==> src/rtl/feedback_arbiter_pkg.sv <==
// feedback_arbiter_pkg
//   Shared types and constants for the player-feedback arbiter: colour width,
//   timer width, tone codes, FSM state encoding and colour decode helpers.
package feedback_arbiter_pkg;

  localparam int COLOR_W = 2;
  localparam int TIMER_W = 10;
  localparam int STEP_W  = 3;

  typedef logic [COLOR_W-1:0] color_t;
  typedef logic [TIMER_W-1:0] ticks_t;
  typedef logic [STEP_W-1:0]  step_t;

  localparam logic [2:0] TONE_OFF  = 3'd0;
  localparam logic [2:0] TONE_WIN  = 3'd5;
  localparam logic [2:0] TONE_LOSE = 3'd6;

  // Win runs steps 0..7 (all lit); lose runs steps 0..5 (lit on even steps).
  localparam step_t WIN_LAST_STEP  = 3'd7;
  localparam step_t LOSE_LAST_STEP = 3'd5;

  typedef enum logic [2:0] {
    ST_IDLE,
    ST_ON,
    ST_GAP,
    ST_ANIM_ON,
    ST_ANIM_OFF
  } state_e;

  function automatic logic [3:0] color_led(input color_t c);
    return 4'b0001 << c;
  endfunction

  // Colour tones occupy codes 1..4.
  function automatic logic [2:0] color_tone(input color_t c);
    return {1'b0, c} + 3'd1;
  endfunction

endpackage

==> src/rtl/feedback_arbiter_if.sv <==
// feedback_arbiter_if
//   Request/response bundle between the game controller side (master) and the
//   feedback arbiter (slave).
//   master drives: PB_REQ/PB_COLOR, EC_REQ/EC_COLOR, EV_REQ/EV_KIND
//   slave drives : PB_DONE, EV_DONE, LED[3:0], TONE[2:0], BUSY
interface feedback_arbiter_if;
  import feedback_arbiter_pkg::*;

  logic       PB_REQ;
  color_t     PB_COLOR;
  logic       PB_DONE;
  logic       EC_REQ;
  color_t     EC_COLOR;
  logic       EV_REQ;
  logic       EV_KIND;
  logic       EV_DONE;
  logic [3:0] LED;
  logic [2:0] TONE;
  logic       BUSY;

  modport master (
    output PB_REQ, PB_COLOR, EC_REQ, EC_COLOR, EV_REQ, EV_KIND,
    input  PB_DONE, EV_DONE, LED, TONE, BUSY
  );

  modport slave (
    input  PB_REQ, PB_COLOR, EC_REQ, EC_COLOR, EV_REQ, EV_KIND,
    output PB_DONE, EV_DONE, LED, TONE, BUSY
  );

endinterface

==> src/rtl/feedback_timer.sv <==
// feedback_timer
//   Loadable TICK down-counter. LOAD with N arms an N-TICK interval; EXPIRE
//   pulses on the TICK that arrives while the count is 0.
//   CLK, RST_N   : clock, asynchronous active-low reset
//   TICK         : single-cycle time-base strobe
//   LOAD         : load LOAD_VAL (interval length, 1..1023); wins over TICK
//   LOAD_VAL     : interval length in TICKs
//   EXPIRE       : one-cycle expiry strobe
module feedback_timer
  import feedback_arbiter_pkg::*;
(
  input  logic   CLK,
  input  logic   RST_N,
  input  logic   TICK,
  input  logic   LOAD,
  input  ticks_t LOAD_VAL,
  output logic   EXPIRE
);

  ticks_t count;

  // NOTE: state registers use non-blocking assignments so every flop samples
  // pre-edge values regardless of process evaluation order.
  always_ff @(posedge CLK or negedge RST_N) begin
    if (!RST_N) begin
      count <= '0;
    end else if (LOAD) begin
      count <= LOAD_VAL - ticks_t'(1);
    end else if (TICK && (count != '0)) begin
      count <= count - ticks_t'(1);
    end
  end

  // Free-running at 0 outside a slot; the arbiter ignores EXPIRE in IDLE.
  assign EXPIRE = TICK && (count == '0);

endmodule

==> src/rtl/feedback_arbiter.sv <==
// feedback_arbiter
//   Arbitrates the LEDs and tone generator among end-of-game animations (EV),
//   press echo (EC) and sequence playback (PB), priority EV > EC > PB, and
//   times each grant in TICK units.
//   CLK, RST_N : clock, asynchronous active-low reset
//   TICK       : 1 kHz single-cycle strobe
//   bus        : request/done/LED/TONE/BUSY bundle (slave side)
module feedback_arbiter
  import feedback_arbiter_pkg::*;
#(
  parameter int ON_TICKS   = 300,
  parameter int GAP_TICKS  = 100,
  parameter int ECHO_TICKS = 150,
  parameter int ANIM_TICKS = 120
) (
  input  logic CLK,
  input  logic RST_N,
  input  logic TICK,
  feedback_arbiter_if.slave bus
);

  localparam ticks_t ON_LOAD   = ticks_t'(ON_TICKS);
  localparam ticks_t GAP_LOAD  = ticks_t'(GAP_TICKS);
  localparam ticks_t ECHO_LOAD = ticks_t'(ECHO_TICKS);
  localparam ticks_t ANIM_LOAD = ticks_t'(ANIM_TICKS);

  state_e state_q, state_d;
  color_t color_q, color_d;
  logic   slot_is_ec_q, slot_is_ec_d;   // 0: playback slot, 1: echo slot
  logic   kind_q, kind_d;               // 0: win, 1: lose
  step_t  step_q, step_d;
  logic   pb_done_q, pb_done_d;
  logic   ev_done_q, ev_done_d;

  logic   pb_pend_q, ec_pend_q, ev_pend_q;
  color_t pb_color_q, ec_color_q;
  logic   ev_kind_q;
  logic   grant_pb, grant_ec, grant_ev;

  logic   tmr_load, tmr_expire;
  ticks_t tmr_val;

  logic   echo_active, in_anim;
  logic [3:0] led;
  logic [2:0] tone;

  assign echo_active = ((state_q == ST_ON) || (state_q == ST_GAP)) && slot_is_ec_q;
  assign in_anim     = (state_q == ST_ANIM_ON) || (state_q == ST_ANIM_OFF);

  feedback_timer u_timer (
    .CLK      (CLK),
    .RST_N    (RST_N),
    .TICK     (TICK),
    .LOAD     (tmr_load),
    .LOAD_VAL (tmr_val),
    .EXPIRE   (tmr_expire)
  );

  // Single-entry pending latches. A request meeting its own set latch is
  // dropped, so the first colour wins. An echo request during an echo slot
  // retriggers the slot directly, and an animation request during an
  // animation is discarded.
  always_ff @(posedge CLK or negedge RST_N) begin
    if (!RST_N) begin
      pb_pend_q  <= 1'b0;
      pb_color_q <= '0;
      ec_pend_q  <= 1'b0;
      ec_color_q <= '0;
      ev_pend_q  <= 1'b0;
      ev_kind_q  <= 1'b0;
    end else begin
      if (grant_pb) begin
        pb_pend_q <= 1'b0;
      end else if (bus.PB_REQ && !pb_pend_q) begin
        pb_pend_q  <= 1'b1;
        pb_color_q <= bus.PB_COLOR;
      end
      if (grant_ec) begin
        ec_pend_q <= 1'b0;
      end else if (bus.EC_REQ && !ec_pend_q && !echo_active) begin
        ec_pend_q  <= 1'b1;
        ec_color_q <= bus.EC_COLOR;
      end
      if (grant_ev) begin
        ev_pend_q <= 1'b0;
      end else if (bus.EV_REQ && !ev_pend_q && !in_anim) begin
        ev_pend_q <= 1'b1;
        ev_kind_q <= bus.EV_KIND;
      end
    end
  end

  always_ff @(posedge CLK or negedge RST_N) begin
    if (!RST_N) begin
      state_q      <= ST_IDLE;
      color_q      <= '0;
      slot_is_ec_q <= 1'b0;
      kind_q       <= 1'b0;
      step_q       <= '0;
      pb_done_q    <= 1'b0;
      ev_done_q    <= 1'b0;
    end else begin
      state_q      <= state_d;
      color_q      <= color_d;
      slot_is_ec_q <= slot_is_ec_d;
      kind_q       <= kind_d;
      step_q       <= step_d;
      pb_done_q    <= pb_done_d;
      ev_done_q    <= ev_done_d;
    end
  end

  // NOTE: every signal written here gets a default first so no path leaves
  // it unassigned, which would otherwise infer a latch.
  always_comb begin
    state_d      = state_q;
    color_d      = color_q;
    slot_is_ec_d = slot_is_ec_q;
    kind_d       = kind_q;
    step_d       = step_q;
    pb_done_d    = 1'b0;
    ev_done_d    = 1'b0;
    grant_pb     = 1'b0;
    grant_ec     = 1'b0;
    grant_ev     = 1'b0;
    tmr_load     = 1'b0;
    tmr_val      = ANIM_LOAD;

    case (state_q)
      ST_IDLE, ST_ON, ST_GAP: begin
        if (ev_pend_q) begin
          // Grant from IDLE, or preempt a slot; an aborted playback slot
          // still reports completion.
          grant_ev  = 1'b1;
          state_d   = ST_ANIM_ON;
          kind_d    = ev_kind_q;
          step_d    = '0;
          tmr_load  = 1'b1;
          tmr_val   = ANIM_LOAD;
          pb_done_d = (state_q != ST_IDLE) && !slot_is_ec_q;
        end else if (state_q == ST_IDLE) begin
          if (ec_pend_q) begin
            grant_ec     = 1'b1;
            state_d      = ST_ON;
            color_d      = ec_color_q;
            slot_is_ec_d = 1'b1;
            tmr_load     = 1'b1;
            tmr_val      = ECHO_LOAD;
          end else if (pb_pend_q) begin
            grant_pb     = 1'b1;
            state_d      = ST_ON;
            color_d      = pb_color_q;
            slot_is_ec_d = 1'b0;
            tmr_load     = 1'b1;
            tmr_val      = ON_LOAD;
          end
        end else if (slot_is_ec_q && bus.EC_REQ) begin
          state_d  = ST_ON;
          color_d  = bus.EC_COLOR;
          tmr_load = 1'b1;
          tmr_val  = ECHO_LOAD;
        end else if (tmr_expire) begin
          if (state_q == ST_ON) begin
            state_d  = ST_GAP;
            tmr_load = 1'b1;
            tmr_val  = GAP_LOAD;
          end else begin
            state_d   = ST_IDLE;
            pb_done_d = !slot_is_ec_q;
          end
        end
      end

      ST_ANIM_ON, ST_ANIM_OFF: begin
        if (tmr_expire) begin
          if (step_q == (kind_q ? LOSE_LAST_STEP : WIN_LAST_STEP)) begin
            state_d   = ST_IDLE;
            ev_done_d = 1'b1;
          end else begin
            step_d   = step_q + step_t'(1);
            tmr_load = 1'b1;
            tmr_val  = ANIM_LOAD;
            state_d  = (kind_q && (state_q == ST_ANIM_ON)) ? ST_ANIM_OFF : ST_ANIM_ON;
          end
        end
      end

      default: state_d = ST_IDLE;
    endcase
  end

  // Outputs decode straight from state so reset darkens them immediately.
  always_comb begin
    led  = '0;
    tone = TONE_OFF;
    case (state_q)
      ST_ON: begin
        led  = color_led(color_q);
        tone = color_tone(color_q);
      end
      ST_ANIM_ON: begin
        if (kind_q) begin
          led  = 4'hF;
          tone = TONE_LOSE;
        end else begin
          led  = color_led(step_q[COLOR_W-1:0]);
          tone = TONE_WIN;
        end
      end
      default: ;
    endcase
  end

  assign bus.LED     = led;
  assign bus.TONE    = tone;
  assign bus.PB_DONE = pb_done_q;
  assign bus.EV_DONE = ev_done_q;
  assign bus.BUSY    = (state_q != ST_IDLE) || pb_pend_q || ec_pend_q || ev_pend_q;

endmodule

==> src/flat_wrapper.sv <==
// flat-port wrapper written by rule: the top's interface ports become plain ports
module feedback_arbiter_flat import feedback_arbiter_pkg::*;
#(
  parameter int ON_TICKS   = 300,
  parameter int GAP_TICKS  = 100,
  parameter int ECHO_TICKS = 150,
  parameter int ANIM_TICKS = 120
)
  (CLK, RST_N, TICK, bus_PB_REQ, bus_PB_COLOR, bus_EC_REQ, bus_EC_COLOR, bus_EV_REQ, bus_EV_KIND, bus_PB_DONE, bus_EV_DONE, bus_LED, bus_TONE, bus_BUSY);
  feedback_arbiter_if bus_i ();
  input  logic CLK;
  input  logic RST_N;
  input  logic TICK;
  input wire logic [$bits(bus_i.PB_REQ)-1:0] bus_PB_REQ;
  input wire logic [$bits(bus_i.PB_COLOR)-1:0] bus_PB_COLOR;
  input wire logic [$bits(bus_i.EC_REQ)-1:0] bus_EC_REQ;
  input wire logic [$bits(bus_i.EC_COLOR)-1:0] bus_EC_COLOR;
  input wire logic [$bits(bus_i.EV_REQ)-1:0] bus_EV_REQ;
  input wire logic [$bits(bus_i.EV_KIND)-1:0] bus_EV_KIND;
  output wire logic [$bits(bus_i.PB_DONE)-1:0] bus_PB_DONE;
  output wire logic [$bits(bus_i.EV_DONE)-1:0] bus_EV_DONE;
  output wire logic [$bits(bus_i.LED)-1:0] bus_LED;
  output wire logic [$bits(bus_i.TONE)-1:0] bus_TONE;
  output wire logic [$bits(bus_i.BUSY)-1:0] bus_BUSY;
  assign bus_i.PB_REQ = bus_PB_REQ;
  assign bus_i.PB_COLOR = bus_PB_COLOR;
  assign bus_i.EC_REQ = bus_EC_REQ;
  assign bus_i.EC_COLOR = bus_EC_COLOR;
  assign bus_i.EV_REQ = bus_EV_REQ;
  assign bus_i.EV_KIND = bus_EV_KIND;
  assign bus_PB_DONE = bus_i.PB_DONE;
  assign bus_EV_DONE = bus_i.EV_DONE;
  assign bus_LED = bus_i.LED;
  assign bus_TONE = bus_i.TONE;
  assign bus_BUSY = bus_i.BUSY;
  feedback_arbiter #(.ON_TICKS(ON_TICKS), .GAP_TICKS(GAP_TICKS), .ECHO_TICKS(ECHO_TICKS), .ANIM_TICKS(ANIM_TICKS)) u_core (.CLK(CLK), .RST_N(RST_N), .TICK(TICK), .bus(bus_i));
endmodule
==> config.mk <==
export PLATFORM = sky130hd
export DESIGN_NAME = feedback_arbiter_flat
export DESIGN_NICKNAME = d
export VERILOG_FILES = /design/src/rtl/feedback_arbiter_pkg.sv /design/src/rtl/feedback_arbiter_if.sv /design/src/rtl/feedback_timer.sv /design/src/rtl/feedback_arbiter.sv /design/src/flat_wrapper.sv
export SDC_FILE = /design/constraint.sdc
export NUM_CORES = 1
export LEC_CHECK = 0
export ABC_CLOCK_PERIOD_IN_PS = 2800
export BUFFER_PORTS_ARGS = -buffer_cell sky130_fd_sc_hd__buf_4
export CORE_ASPECT_RATIO = 1.1
export CORE_MARGIN = 3
export CORE_UTILIZATION = 55
export CTS_CLUSTER_DIAMETER = 120
export CTS_CLUSTER_SIZE = 30
export DETAILED_ROUTE_END_ITERATION = 6
export GPL_ROUTABILITY_DRIVEN = 0
export GPL_TIMING_DRIVEN = 1
export PLACE_DENSITY = 0.75
export SLEW_MARGIN = 20
export SYNTH_ARGS = -nofsm -noshare
export SYNTH_HDL_FRONTEND = slang
export SYNTH_SLANG_ARGS = --single-unit
==> constraint.sdc <==
create_clock -name CLK -period 2.8 [get_ports CLK]
set_input_delay 0.14 -clock CLK [delete_from_list [all_inputs] [get_ports CLK]]
set_output_delay 0.14 -clock CLK [all_outputs]
set_load 0.01 [all_outputs]
### Yosys cells after proc, flatten, opt, wreduce, memory -nomap -nowiden

Index checks and enable logic that the tools add are counted.

| word-level totals | value |
|---|---|
| output and inout port bits | 10 |
| register bits | 30 |
| input bits | 11 |

| cells by class | value |
|---|---|
| bitwise operators | 4 |
| shift operators | 2 |
| mux-type cells | 71 |
| $add $sub $neg | 4 |
| reduce and logical (&&, ||, !) cells | 43 |
| equality and inequality tests | 11 |

Operator list:

| operator | count |
|---|---|
| 10-bit 2-to-1 mux | 8 |
| 1-bit 2-to-1 mux | 36 |
| 3-bit 2-to-1 mux | 12 |
| 10-bit by 1-bit subtractor with 10-bit output, second input constant | 2 |
| 3-bit one-hot mux with 2 select lines | 3 |
| 2-bit 2-to-1 mux | 7 |
| 2-bit nonzero test | 7 |
| 4-bit AND reduction | 3 |
| 1-bit logical AND | 11 |
| 10-bit logical NOT | 1 |
| 10-bit nonzero test | 1 |
| 9-bit 2-to-1 mux | 1 |
| 4-bit one-hot mux with 2 select lines | 1 |
| 2-bit AND reduction | 4 |
| 1-bit by 2-bit left shift with 4-bit output, first input constant | 2 |
| 3-bit by 2-bit equality test with 1-bit output, second input constant | 2 |
| 1-bit logical NOT | 6 |
| 1-bit logical OR | 5 |
| 5-bit 2-to-1 mux | 1 |
| 5-bit by 1-bit != test with 1-bit output, second input constant | 1 |
| 5-bit by 2-bit != test with 1-bit output, second input constant | 1 |
| 4-bit 2-to-1 mux | 1 |
| 2-bit by 1-bit != test with 1-bit output, second input constant | 2 |
| 1-bit inverter | 4 |
| other kinds (13) | 13 |

### Depth between registers and ports, before layout

Gate-level depths: netlist of run 1.

| logic depth | value |
|---|---|
| depth after elaboration | 9 |
| mapped depth | 11 |

### Modules after synthesis

Synthesis of run 1 repeated with hierarchy kept, for this count alone.

| unflattened totals | value |
|---|---|
| cells, all modules | 270 |
| area total of the unflattened synthesis | 2317.2 um^2 |

By module, submodules not included:

| module | instances | sequential area each (um^2) | area each (um^2) | cells each |
|---|---|---|---|---|
| feedback_arbiter | 1 | 500.5 | 1393.8 | 163 |
| feedback_timer | 1 | 250.2 | 923.4 | 107 |

### Least setup slack after synthesis of run 1

No wires, ideal clock.

| path | value |
|---|---|
| path type | reg-to-reg |
| start | reg u_core.u_timer.count[1] |
| end | reg u_core.u_timer.count[6] |
| buffers on the path | 1 |
| data required time | 2.674 ns |
| setup slack | 0.316 ns |
| cell stages (with the launch flop) | 11 |
| arrival | 2.358 ns |
| cell sequence | dfrtp_1 -> nor3b_1 -> nand4_1 -> o21ai_2 -> a21oi_1 -> buf_4 -> a21oi_1 -> ha_1 -> nand4_1 -> a21o_1 -> a221o_1 |

| on the way | value |
|---|---|
| cells in the longest elaborated chain, start to end | 9 |
| elaborated cells on any way between the ends | 20 |
| those cells by class | 2 x add/sub; 13 x mux; 5 x reduce/logical |

Ends and longest elaborated chain:

| item | RTL line | text |
|---|---|---|
| start: declaration | feedback_timer.sv:20 | `ticks_t count;` |
| start signal: assignment | feedback_timer.sv:28 | `count <= LOAD_VAL - ticks_t'(1);` |
| start signal: assignment | feedback_timer.sv:30 | `count <= count - ticks_t'(1);` |
| 10-bit logical NOT | feedback_timer.sv:35 | `assign EXPIRE = TICK && (count == '0);` |
| 1-bit logical AND | feedback_timer.sv:35 |  |
| 10-bit 2-to-1 mux | feedback_arbiter.sv:162 | `end else if (tmr_expire) begin` |
| 10-bit 2-to-1 mux | feedback_arbiter.sv:157 | `end else if (slot_is_ec_q && bus.EC_REQ) begin` |
| 10-bit 2-to-1 mux | feedback_arbiter.sv:141 | `end else if (state_q == ST_IDLE) begin` |
| 10-bit 2-to-1 mux | feedback_arbiter.sv:131 | `if (ev_pend_q) begin` |
| 10-bit 2-to-1 mux | - |  |
| 10-bit by 1-bit subtractor with 10-bit output | feedback_timer.sv:28 |  |
| 10-bit 2-to-1 mux | feedback_timer.sv:27 | `end else if (LOAD) begin` |

Several ways; a longest one is shown, not always the timed one. The select of a mux whose other input is x is not followed.
A chain may end at the register's enable or synchronous reset.

### Worst setup path in the final report of run 1

| path | value |
|---|---|
| start | reg u_core.state_q[0] |
| end | reg u_core.u_timer.count[6] |

| on the way | value |
|---|---|
| cells in the longest elaborated chain, start to end | 9 |
| elaborated cells on any way between the ends | 22 |
| those cells by class | 1 x add/sub; 4 x eq/ne; 13 x mux; 4 x reduce/logical |

Ends and longest elaborated chain:

| item | RTL line | text |
|---|---|---|
| start: declaration | feedback_arbiter.sv:27 | `state_e state_q, state_d;` |
| start signal: assignment | feedback_arbiter.sv:103 | `state_q <= state_d;` |
| 3-bit by 1-bit equality test with 1-bit output | feedback_arbiter.sv:129, feedback_arbiter.sv:163 |  |
| 5-bit 2-to-1 mux | feedback_arbiter.sv:163 | `if (state_q == ST_ON) begin` |
| 10-bit 2-to-1 mux | feedback_arbiter.sv:162 |  |
| 10-bit 2-to-1 mux | feedback_arbiter.sv:157 |  |
| 10-bit 2-to-1 mux | feedback_arbiter.sv:141 |  |
| 10-bit 2-to-1 mux | feedback_arbiter.sv:131 |  |
| 10-bit 2-to-1 mux | - |  |
| 10-bit by 1-bit subtractor with 10-bit output | feedback_timer.sv:28 |  |
| 10-bit 2-to-1 mux | feedback_timer.sv:27 |  |

Several ways; a longest one is shown, not always the timed one.

==> impl_metrics.toml, run 1 <==
[power]
leakage_nw = 1.00
switchingPower_mw = 1.25
report.power.total_mw = 2.72
power_frac_comb_pct = 58.3
pwr-share-clk_pct = 9.8
p_seq_share_pct = 32.0
pwr_density_cell_nw_per_um2 = 1170
vdd_drop_max_mv = 0.615
p_int_mw = 1.47
p_sw_share_pct = 45.9

[detailed_routing]
wl_per_cell_um = 16.1
final_antenna_net_count = 0
drc = 0
routed_wl_um = 4660
via_count = 1720
drt_iter0_drc = 97
viasPerCell = 5.93
first_pass_iters = 4

[floorplan]
die_w_um = 64.2
ios = 21
rows = 22
core_um2 = 3470
start_util_pct = 59.1
die_area_um2 = 4500
die_y_um = 70.0

[place]
dp_hpwl_um = 3490
dpl_cell_area_um2 = 2240
place.port_buffers = 20

[synth]
synth_nets = 234
yosys_warnings = 0
synth-edff-count = 0
synthesis.area_um2 = 2050
synth_common_cells = "30 x dfrtp_1, 24 x nand2_1, 18 x o21ai_0"
synth_cell_types = 66
ys_seq_area_share_pct = 36.6
synth_top_area_share_pct = 36.6
yosys_most_used_dff = "dfrtp_1"
syn_avg_cell_area_um2 = 9.58
yosysTopAreaCell = "dfrtp_1"
ys_seq_elements = 30
syn_inst = 214
yosys.cell_count.top_type = "dfrtp_1"
synth_area_leaders = "dfrtp_1 37%, ha_1 5.5%, o21ai_0 4.4%, nand2_1 4.4%, mux2_2 3.8%"
synthArstFlopShare_pct = 100

[finish]
n_antenna_cell = 0
stdcell_area_um2 = 2330
drive_gt1_share_pct = 28.1
nets = 261
syn_to_final_growth_pct = 13.7
nFillCells = 302
final_util_pct = 67.2

[hold_path]
hold_class = "in2reg"

[sta]
timing.slew.headroom_pct = 66.4
final.min_clock_period_ns = 2.62
worst_pin_slew_ns = 0.503
timing.fmax_mhz = 381
slew_viol_final = 0
finClkSkew_ns = 0.0132
hold_violations = 0
tns_ns = 0
rsz0062_at_grt = "no"
setup_violations = 0
fin_crit_sh_pct = 93.6

[clocking]
htree_num_levels = 2
cts_buffers = 5
tritoncts_num_sinks = 30
clkLatencyLatePin_ns = 0.33
cts_setup_buffers = 0
root_buffer = "clkbuf_4"
clk_pin_slew_ns = 0.10
cts_tree = "built"
clock_path_buffers = 2

[global_route]
grt_pass1_vias = 1807
antenna_found_initial = 0
grtUsageTotal_pct = 22.5
gr-total-overflow = 0
grt_pass1_wl_um = 8080
grt_max_degree = 31

[setup_path]
cp-end-kind = "register"
required_ns = 3.01
start_kind = "register"
crit_chain = "nor2b_2 > a41o_1 > a21oi_1 > a21oi_1 > ha_1 > nand4_1 > a21o_1 > a221o_1"
reg2reg_depth = 8
rr_startpoint = "u_core.state_q[0]$_DFFE_PN0P_"
max_stage_delay_ns = 0.56
cp_slowest_cell = "dfrtp_1"
reg2reg_slack_ns = 0.18
r2r_end = "u_core.u_timer.count[6]$_DFFE_PN0P_"
crit_arrival_ns = 2.83
crit_fanout = 9
cp-startpoint = "u_core.state_q[0]$_DFFE_PN0P_"
cp-endpoint = "u_core.u_timer.count[6]$_DFFE_PN0P_"
crit_path_frequent_cell = "a21oi_1"
crit_type = "reg2reg"

[flow_run]
cap_violations = 0

[status]
status = "complete, no violations"
-- stage by stage --
step | std cells | worst slack [ns] | hold WS, ns
after floorplan | 214 | 0.316 | -0.156
after global placement | 281 | 0.241 | 0.0858
after detailed placement | 281 | 0.0933 | 0.0942
after CTS | 290 | 0.0444 | 0.0129
after global routing | 290 | 0.00134 | 0.0230
final | 290 | 0.179 | 0.0308
-- worst min path at each step --
| stage | start | end | slack [ns] | cells after the start |
|---|---|---|---|---|
| finish | bus_PB_REQ | u_core.pb_pend_q$_DFFE_PN0P_ | 0.03 | 2 |
| global route | bus_EV_KIND | u_core.ev_kind_q$_DFFE_PN0P_ | 0.02 | 2 |
| CTS | bus_PB_REQ | u_core.pb_pend_q$_DFFE_PN0P_ | 0.01 | 2 |
| detailed placement | RST_N | u_core.bus.PB_DONE$_DFF_PN0_ | 0.09 | 1 |
| global placement | RST_N | u_core.color_q[0]$_DFFE_PN0P_ | 0.09 | 1 |
| floorplan | RST_N | u_core.bus.EV_DONE$_DFF_PN0_ | -0.16 | 0 |
-- kinds of logic (layout without fill, tap and decap cells) --
kind of cell | Yosys count | in the layout | synth area share [%]
AO/OA/AOI/OAI | 62 | 62 | 22.1
XOR/XNOR | 5 | 5 | 2.14
adder cells (fa/ha/maj) | 9 | 9 | 5.49
buffers and inverters | 14 | 42 | 4.76
flip-flops | 30 | 30 | 36.6
multiplexers | 10 | 10 | 5.37
AND/OR/NAND/NOR | 84 | 84 | 23.6
-- power groups by stage --
stage / Combinational (mW) / Clock (mW) / Sequential [mW]
global route: 1.74 / 0.300 / 0.898
global placement: 1.50 / 0 / 0.842
finish: 1.58 / 0.265 / 0.869
CTS: 1.58 / 0.278 / 0.850
detailed placement: 1.56 / 0 / 0.859
floorplan: 1.24 / 0 / 0.754
-- critical path: cells and delay by family, from the launching register on --
family | cells | cell delay (ns)
simple gates | 2 | 0.57
flops | 1 | 0.56
fa+ha+maj | 1 | 0.25
compound gates | 5 | 1.12
-- flip-flops by register name, summed over array words and instances, names as in the netlist --
name	flops
u_core.step_q	3
u_core.kind_q	1
u_core.ec_color_q	2
u_core.ec_pend_q	1
u_core.ev_pend_q	1
u_core.bus.PB_DONE	1
u_core.state_q	3
u_core.u_timer.count	10
u_core.pb_pend_q	1
u_core.ev_kind_q	1
u_core.slot_is_ec_q	1
u_core.pb_color_q	2
u_core.bus.EV_DONE	1
u_core.color_q	2
-- placed cells by master, fill, tap and decap left out, types with 3 or more instances in the layout --
master | netlist | routed
o21a_1 | 3 | 3
nor2_1 | 15 | 15
dfrtp_1 | 30 | 28
xnor2_1 | 3 | 3
nand3b_1 | 3 | 3
buf_4 | 1 | 27
nor3_1 | 4 | 4
o21ai_0 | 18 | 18
nand2_1 | 24 | 24
ha_1 | 9 | 9
nand2b_1 | 4 | 4
clkbuf_4 | 1 | 5
a21oi_1 | 10 | 10
a21o_1 | 4 | 4
nand4_1 | 6 | 6
mux2_2 | 7 | 7
inv_1 | 6 | 6
nand3_1 | 3 | 3
-- routing by layer --
metal | vias up | wire length (um) | GRT usage (%)
met5 | - | 0 | 0
met4 | 0 | 67 | 8.45
met3 | 8 | 169 | 4.02
li1 | 831 | - | -
met2 | 34 | 2490 | 41.1
met1 | 847 | 1930 | 25.7
-- layout make-up --
cell class                 count  area (um2)  area share, %
multi-input combinational    170        1220           52.5
sequential                    30         753           32.3
timing repair buffer          28         213           9.12
tap                           48        60.1           2.58
clock buffer                   7        55.1           2.36
inverter                       6        22.5          0.966
clock inverter                 1        5.00          0.215
-- what timing repair did --
item                       CTS  global route
resized for setup            0             7
hold endpoints to repair    30             0
hold buffers                 1             0
setup endpoints to repair    0             3
No activity file was read; power rests on OpenSTA's default activity.
==> run 2: changes to the inputs <==
Settings changed: CORE_UTILIZATION 55 to 59, CTS_CLUSTER_SIZE 30 to 28, GPL_TIMING_DRIVEN 1 to 0, PLACE_DENSITY 0.75 to 0.8.
==> impl_metrics.toml, run 2 (synthesized netlist as in run 1, its figures left out) <==
[hold_path]
hold_class = "in2reg"

[sta]
whs_ns = 0.0149
fin_crit_sh_pct = 98.2
worst_pin_slew_ns = 0.476
finClkSkew_ns = 0.0148
slew_viol_final = 0
timing.fmax_mhz = 364
hold_violations = 0
setup_violations = 0
final.min_clock_period_ns = 2.75
worst_slack_ns = 0.0509
timing.slew.headroom_pct = 68.1

[clocking]
htree_num_levels = 2
root_buffer = "clkbuf_4"
clkLatencyLatePin_ns = 0.34
tritoncts_num_sinks = 30
clk_pin_slew_ns = 0.10
cts_buffers = 5
cts_tree = "built"
clock_path_buffers = 2

[global_route]
grtUsageTotal_pct = 24.4
grt_pass1_wl_um = 8180
grt_pass1_vias = 1811
grt_max_degree = 31
gr-total-overflow = 0
antenna_found_initial = 0

[finish]
syn_to_final_growth_pct = 17.9
layout_common_cells = "29 x dfrtp_1, 28 x buf_4, 24 x nand2_1"
final_common_cell = "dfrtp_1"
reg_top3 = "u_core.u_timer.count (10), u_core.state_q (3), u_core.step_q (3)"
final_util_pct = 76.1
largest_reg_flops = 10
nets = 269
drive_gt1_share_pct = 30.4
stdcell_count = 296
registers.top_by_ff_count = "u_core.u_timer.count"
n_antenna_cell = 0
nFillCells = 234

[detailed_routing]
routed_wl_um = 4840
via_count = 1833
drt_iter0_drc = 115
drc = 0
first_pass_iters = 4
wl_per_cell_um = 16.3
final_antenna_net_count = 0
viasPerCell = 6.19

[setup_path]
cp-end-kind = "register"
rr_startpoint = "u_core.u_timer.count[1]$_DFFE_PN0P_"
cp-startpoint = "u_core.u_timer.count[1]$_DFFE_PN0P_"
cp-endpoint = "u_core.u_timer.count[6]$_DFFE_PN0P_"
crit_type = "reg2reg"
crit_fanout = 10
reg2reg_slack_ns = 0.05
required_ns = 3.02
reg2reg_depth = 10
crit_arrival_ns = 2.97
r2r_end = "u_core.u_timer.count[6]$_DFFE_PN0P_"
start_kind = "register"

[power]
p_int_mw = 1.55
leakage_nw = 1.05
vdd_drop_max_mv = 0.567
p_seq_share_pct = 28.8
switchingPower_mw = 1.31
p_sw_share_pct = 45.7
pwr-share-clk_pct = 9.8
pwr_density_cell_nw_per_um2 = 1180
power_frac_comb_pct = 61.4

[floorplan]
die_area_um2 = 4220
core_um2 = 3180
start_util_pct = 64.5
die_w_um = 62.2
die_y_um = 67.8
ios = 21
rows = 21

[place]
pre_cts_ws_ns = -0.106
placed_cells = 280
place.port_buffers = 20
dp_hpwl_um = 3430

[flow_run]
cap_violations = 0

[status]
status = "complete, no violations"
==> run 2: changes by cell type in the layout (fill, tap and decap cells not counted), sizes merged <==
| cell | before | now |
|---|---|---|
| clkbuf | 7 | 13 |
| buf | 27 | 29 |
==> run 2: worst min-delay path by stage <==
stage | start | endpoint | cells past startpoint
after floorplan | RST_N | u_core.bus.EV_DONE$_DFF_PN0_ | 0
after global placement | RST_N | u_core.ev_pend_q$_DFFE_PN0P_ | 1
after detailed placement | RST_N | u_core.ev_kind_q$_DFFE_PN0P_ | 1
after CTS | bus_PB_REQ | u_core.pb_pend_q$_DFFE_PN0P_ | 2
after global routing | bus_PB_REQ | u_core.pb_pend_q$_DFFE_PN0P_ | 2
final | bus_PB_REQ | u_core.pb_pend_q$_DFFE_PN0P_ | 2
==> run 2: per-stage QoR <==
step           area, um2  TNS [ns]  total power, mW
5_1_grt             2420   -0.0952             3.08
2_1_floorplan       2050         0             2.00
4_1_cts             2340         0             2.70
3_5_place_dp        2260    -0.152             2.41
6_report            2420         0             2.86
3_3_place_gp        2260    -0.109             2.33
==> run 2: worst max-delay path: stages, from the launching register on <==
cell     delay [ns]
dfrtp_1        0.45
nor3b_2        0.30
nand4_1        0.24
o21ai_2        0.30
a21oi_1        0.11
buf_4          0.20
a21oi_2        0.13
ha_2           0.19
nand4_1        0.18
a21o_1         0.24
a221o_1        0.29
==> run 2: power groups by stage <==
stage               Sequential [mW]  Clock (mW)  Combinational (mW)
floorplan                     0.754           0                1.24
global placement              0.792           0                1.54
detailed placement            0.806           0                1.60
CTS                           0.801       0.281                1.62
global route                  0.850       0.303                1.93
finish                        0.826       0.279                1.76
==> run 2: what timing repair did <==
action	in CTS	in global routing
setup buffers	0	7
endpoints found under the hold margin	30	0
endpoints found under the setup margin	2	2
hold buffers	1	0
pin swaps	1	4
gates resized for setup	2	7
==> run 2: cell type report <==
class,instances,area (um2),area share (%)
buffer,8,75.1,3.10
inverter,6,22.5,0.931
multi-input combinational,170,1240,51.2
clock buffer,7,55.1,2.28
sequential,30,752,31.1
tap,46,57.6,2.38
clock inverter,1,5.00,0.207
timing repair buffer,28,213,8.79
==> run 2: routing by layer <==
metal	routed length, um	vias up	track usage [%]
li1	-	848	-
met1	1960	899	28.9
met3	262	13	5.09
met2	2520	73	44.5
met5	0	-	0
met4	91	0	8.84
